File: config.mk
export PLATFORM = sky130hd
export DESIGN_NAME = branch_redirect_unit
export DESIGN_NICKNAME = d
export VERILOG_FILES = /design/src/rtl/branch_redirect_unit_pkg.sv /design/src/rtl/branch_redirect_unit_flopenrc.sv /design/src/rtl/branch_redirect_unit.sv
export SDC_FILE = /design/constraint.sdc
export NUM_CORES = 1
export LEC_CHECK = 0
export CAP_MARGIN = 20
export CORE_MARGIN = 5
export CORE_UTILIZATION = 48
export DETAILED_ROUTE_END_ITERATION = 8
export PLACE_DENSITY = 0.89
export SLEW_MARGIN = 40
export SYNTH_ARGS = -nofsm -noshare
export SYNTH_HDL_FRONTEND = slang
export SYNTH_HIERARCHICAL = 1
export SYNTH_SLANG_ARGS = --single-unit
File: constraint.sdc
create_clock -name clk -period 2.15 [get_ports clk]
set_input_delay 0.43 -clock clk [delete_from_list [all_inputs] [get_ports clk]]
set_output_delay 0.43 -clock clk [all_outputs]
set_load 0.01 [all_outputs]
File: src/rtl/branch_redirect_unit_pkg.sv
// branch_redirect_unit_pkg: FSM state encodings, default reset PC and PC increment helper.
package branch_redirect_unit_pkg;

    typedef enum logic {RUN = 1'b0, PEND = 1'b1} state_t;

    localparam logic [31:0] DEFAULT_RESET_PC = 32'hBFC0_0000;

    function automatic logic [31:0] pc_inc(input logic [31:0] pc);
        return pc + 32'd4;
    endfunction

endpackage

File: src/rtl/branch_redirect_unit_flopenrc.sv
// branch_redirect_unit_flopenrc: pipeline register with enable and synchronous clear.
module branch_redirect_unit_flopenrc #(
    parameter int W = 32
) (
    input  logic         clk,
    input  logic         rst,
    input  logic         en,
    input  logic         clr,
    input  logic [W-1:0] d,
    output logic [W-1:0] q
);

    // Clear wins over enable so a flush also kills a stalled stage.
    always_ff @(posedge clk) begin
        if (rst || clr) q <= '0;
        else if (en) q <= d;
    end

endmodule

File: src/rtl/branch_redirect_unit.sv
// branch_redirect_unit: fetch PC sequencer and branch-mispredict recovery controller.
// Optional performance counters are built when BRU_PERF_CNT_EN is defined.
module branch_redirect_unit
    import branch_redirect_unit_pkg::*;
#(
    parameter logic [31:0] RESET_PC = DEFAULT_RESET_PC,
    parameter int          CNT_W    = 32
) (
    input  logic             clk,
    input  logic             rst,
    input  logic             stallF,
    input  logic             stallD,
    input  logic             flushE_in,
    input  logic             branchD,
    input  logic             pred_takeD,
    input  logic [31:0]      branch_targetD,
    input  logic             branchM,
    input  logic             actual_takeM,
    input  logic             correct,
    output logic [31:0]      pcF,
    output logic [31:0]      pcD,
    output logic [31:0]      pcM,
    output logic             flushD,
    output logic             flushE,
    output logic             flushM,
    output logic             mispredM,
    output logic [CNT_W-1:0] branch_cnt,
    output logic [CNT_W-1:0] mispred_cnt
);

    state_t      state, state_next;
    logic [31:0] pend_pc, pc_next, recoverD, pcE, recoverE, recoverM;
    logic        redirect_d, unused_ok;

    assign unused_ok  = ^{branchD, actual_takeM};
    assign mispredM   = branchM & ~correct;
    assign redirect_d = pred_takeD & ~stallD;
    assign flushD     = mispredM | redirect_d;
    assign flushE     = flushE_in | mispredM;
    assign flushM     = mispredM;
    assign recoverD   = pred_takeD ? pc_inc(pcD) : branch_targetD;

    // A redirect that cannot load because F is stalled is parked in PEND.
    always_comb begin
        state_next = ((mispredM || state == PEND) && stallF) ? PEND : RUN;
        pc_next    = mispredM ? recoverM : (state == PEND) ? pend_pc : redirect_d ? branch_targetD : pc_inc(pcF);
    end

    always_ff @(posedge clk) begin
        if (rst) begin
            state   <= RUN;
            pcF     <= RESET_PC;
            pend_pc <= '0;
        end else begin
            state <= state_next;
            if (!stallF) pcF <= pc_next;
            if (mispredM && stallF) pend_pc <= recoverM;
        end
    end

    branch_redirect_unit_flopenrc #(.W(32)) u_reg_d (
        .clk(clk), .rst(rst), .en(~stallD), .clr(flushD),
        .d(pcF), .q(pcD)
    );

    branch_redirect_unit_flopenrc #(.W(64)) u_reg_e (
        .clk(clk), .rst(rst), .en(1'b1), .clr(flushE),
        .d({pcD, recoverD}), .q({pcE, recoverE})
    );

    branch_redirect_unit_flopenrc #(.W(64)) u_reg_m (
        .clk(clk), .rst(rst), .en(1'b1), .clr(flushM),
        .d({pcE, recoverE}), .q({pcM, recoverM})
    );

`ifdef BRU_PERF_CNT_EN
    always_ff @(posedge clk) begin
        if (rst) begin
            branch_cnt  <= '0;
            mispred_cnt <= '0;
        end else begin
            if (branchM && !(&branch_cnt)) branch_cnt <= branch_cnt + CNT_W'(1);
            if (mispredM && !(&mispred_cnt)) mispred_cnt <= mispred_cnt + CNT_W'(1);
        end
    end
`else
    assign branch_cnt  = '0;
    assign mispred_cnt = '0;
`endif

endmodule
==> flow_summary.ini <==
[run_status]
outcome = completed

[timing]
finalCritPeriodShare_pct = 98.6
rsz0062_at_grt = false
finalHoldViolCount = 0
tns_ps = 0
drv_slew = 0
final-setup-viol-count = 0
fmax_ghz = 0.472
fin_crit_ps = 2120
finalClockSkew_ps = 11.9
hold_ws_ps = 283

[yosys]
ys_seq_elements = 225
synth_warnings = 6
synth_edf_count = 0
async_reset_ff_share_pct = 0
syn_area_per_cell_um2 = 8.71
synthCells = 1285
yosys.area.top_type = dfxtp_1
synth_top_area_share_pct = 40.2
synthDistinctLibCells = 72
synth_seq_area_share_pct = 40.2
syn-cell-area_um2 = 11200
synth-main-ff-cell = dfxtp_1
post_synth_main_area_contributors = dfxtp_1, mux2i_1, nor2_1

[power_and_ir_drop]
clock_power_share_pct = 42.8
irDropWorstVdd_v = 0.000508
p_per_area_nw_per_um2 = 703
switching_power_mw = 2.52
internal-power_mw = 7.32
p_leak_nw = 5.63
p_seq_share_pct = 44.0
comb_power_share_pct = 13.2
sw_frac_of_total_pct = 25.6

[setup_path]
r2r-end = pcF[16]$_SDFFE_PP0N_
cp-start-kind = flip-flop
critPathBufInv = 1
r2r_start = pcF[6]$_SDFFE_PP0N_
critPathKind = flip-flop to output pin
endpoint_kind = output pin
cp_cell_sequence = clkdlybuf4s50_1
rr_worst_depth = 5
max_stage_delay_ps = 640
path_max_fanout = 9
slowest_stage = clkdlybuf4s50_1
rrSetupSlack_ps = 70
worstPathArrival_ps = 1690
critPathLaunch = pcF[26]$_SDFFE_PP1N_
critical-path-top-delay-family = buffers and inverters
critPathRequiredTime_ps = 1720

[die]
ioPinCount = 206
num_rows = 55
die-area_um2 = 26500
core_um2 = 22800
initial_utilization_pct = 49.2
die_w_um = 163
die_h_um = 163

[cells_and_area]
fin_nets = 1529
stdcell_area_um2 = 14000
area_growth_pct = 25.1
final_core_util_pct = 61.5
diodes = 0
drive_above_1_share_pct = 13.3

[routing]
drtPass1Iterations = 8
ant_nets = 0
wl_um = 34700
first_iter_violations = 1405
drc_errors = 0
drt-wirelength-per-cell_um = 19.1
via_count = 10300
vias_per_cell = 5.67

[cts]
h-tree-depth = 1
cts.clk_slew.worst_paths_ps = 60
cts_tree = yes
cts.sinks = 225
clock_path_buffers = 3
cts_hold_buf = 0
cts-root-buf = clkbuf_16
cts-buffers-inserted = 23
clock_latency_ps = 520
postCtsSetupRepairBufs = 0

[placement]
io_buffers = 139
place.gp.congestion = 1.01
place_area_um2 = 13200
dp_hpwl_um = 24900

[global_routing]
track_usage_pct = 24.8
grt_overflow = 0
grt_max_degree = 65
grt_pass1_vias = 9785
antenna_found_initial = 0
grt_pass1_wl_um = 53400

[run]
maxCapViolCount = 0

[min_path]
hp-class = input pin to flip-flop
hold_start = rst
holdPathStages = 2
whs_endpoint = pend_pc[23]$_SDFFE_PP0P_
## metal layers
metal	up-vias	GRT usage, %	share of wire (%)
met3	111	4.00	9.7
li1	4707	-	-
met1	4872	32.9	40
met5	-	0	0
met4	0	8.08	3.4
met2	597	41.3	47
## area by class of cell
class / instances / area (um^2)
fill: 1835 / 8770
multi-input combinational: 953 / 5780
sequential: 225 / 4510
timing repair buffer: 264 / 2460
clock buffer: 32 / 659
tap: 313 / 392
clock inverter: 10 / 140
inverter: 18 / 67.6
## state kept, by name, indices dropped and copies added (netlist names)
register   count
u_reg_e/q     64
u_reg_m/q     64
pcF           32
pend_pc       32
u_reg_d/q     32
state          1
## stage by stage
step	total power, mW	setup slack, ps	std cells
finish	9.84	29.3	1815
global route	10.1	1.25	1815
CTS	9.82	35.6	1815
detailed placement	5.67	-129	1773
global placement	5.65	-115	1773
floorplan	5.25	14.1	1349
## placed cells by master, fill, tap and decap left out, drive strengths merged, types with 5 or more instances in the layout
cell,Yosys,routed
buf,113,127
and3,8,8
mux2,5,5
mux2i,165,165
conb,2,66
o211ai,11,11
clkbuf,40,32
a221oi,7,7
nand2,116,116
inv,18,19
or2,10,10
nor3,30,30
nor4,15,15
o21ai,24,24
a211oi,7,7
dfxtp,225,225
nor2,229,229
nand2b,6,6
xnor2,22,22
a21oi,93,93
o221ai,6,6
clkdlybuf4s50,0,133
xor2,15,15
nand3,35,35
nand4,16,16
a31oi,10,10
## power groups by stage
| stage | Sequential, mW | Clock, mW | Combinational, mW |
|---|---|---|---|
| 2_1_floorplan | 4.46 | 0 | 0.786 |
| 3_3_place_gp | 4.41 | 0 | 1.24 |
| 3_5_place_dp | 4.42 | 0 | 1.25 |
| 4_1_cts | 4.33 | 4.24 | 1.26 |
| 5_1_grt | 4.34 | 4.40 | 1.38 |
| 6_report | 4.33 | 4.21 | 1.30 |
## cells by family (layout without fill, tap and decap cells)
family                     after synthesis  count (layout)  synth area share, %
other                                    2              66               0.0671
buffers and inverters                  171             324                 10.7
muxes                                  170             170                 15.3
AOI/OAI and AO/OA                      196             196                 11.0
DFF                                    225             225                 40.2
and+or+nand+nor                        482             482                 19.7
xor gates and xnor gates                37              37                 2.89
adders and majority gates                2               2                0.223
## synthesized netlist by cell type, types with 10 or more instances
cell / number
nor3_1: 25
nand4_1: 14
xnor2_1: 22
nand2_1: 116
a31oi_1: 10
o211ai_1: 11
buf_8: 12
buf_4: 69
nor2_1: 229
clkbuf_1: 39
o21ai_0: 21
nand3_1: 34
inv_1: 18
buf_6: 20
nor4_1: 10
mux2i_1: 165
dfxtp_1: 225
a21oi_1: 93
xor2_1: 15
## worst max-delay path by stage
stage | depth (start not counted) | end
after detailed placement | 9 | pcF[14]$_SDFFE_PP0N_
after global routing | 2 | pcF[4]
after global placement | 5 | flushE
final | 1 | pcF[26]
after CTS | 8 | u_reg_e/q[28]$_SDFFE_PP0P_
after floorplan | 6 | pcF[21]$_SDFFE_PP0N_
## timing repair
item / 4_1_cts / 5_1_grt
endpoints found under the setup margin: 5 / 6
gates cloned: 0 / 0
gates resized for setup: 6 / 8
(Power assumes the default switching activity.)
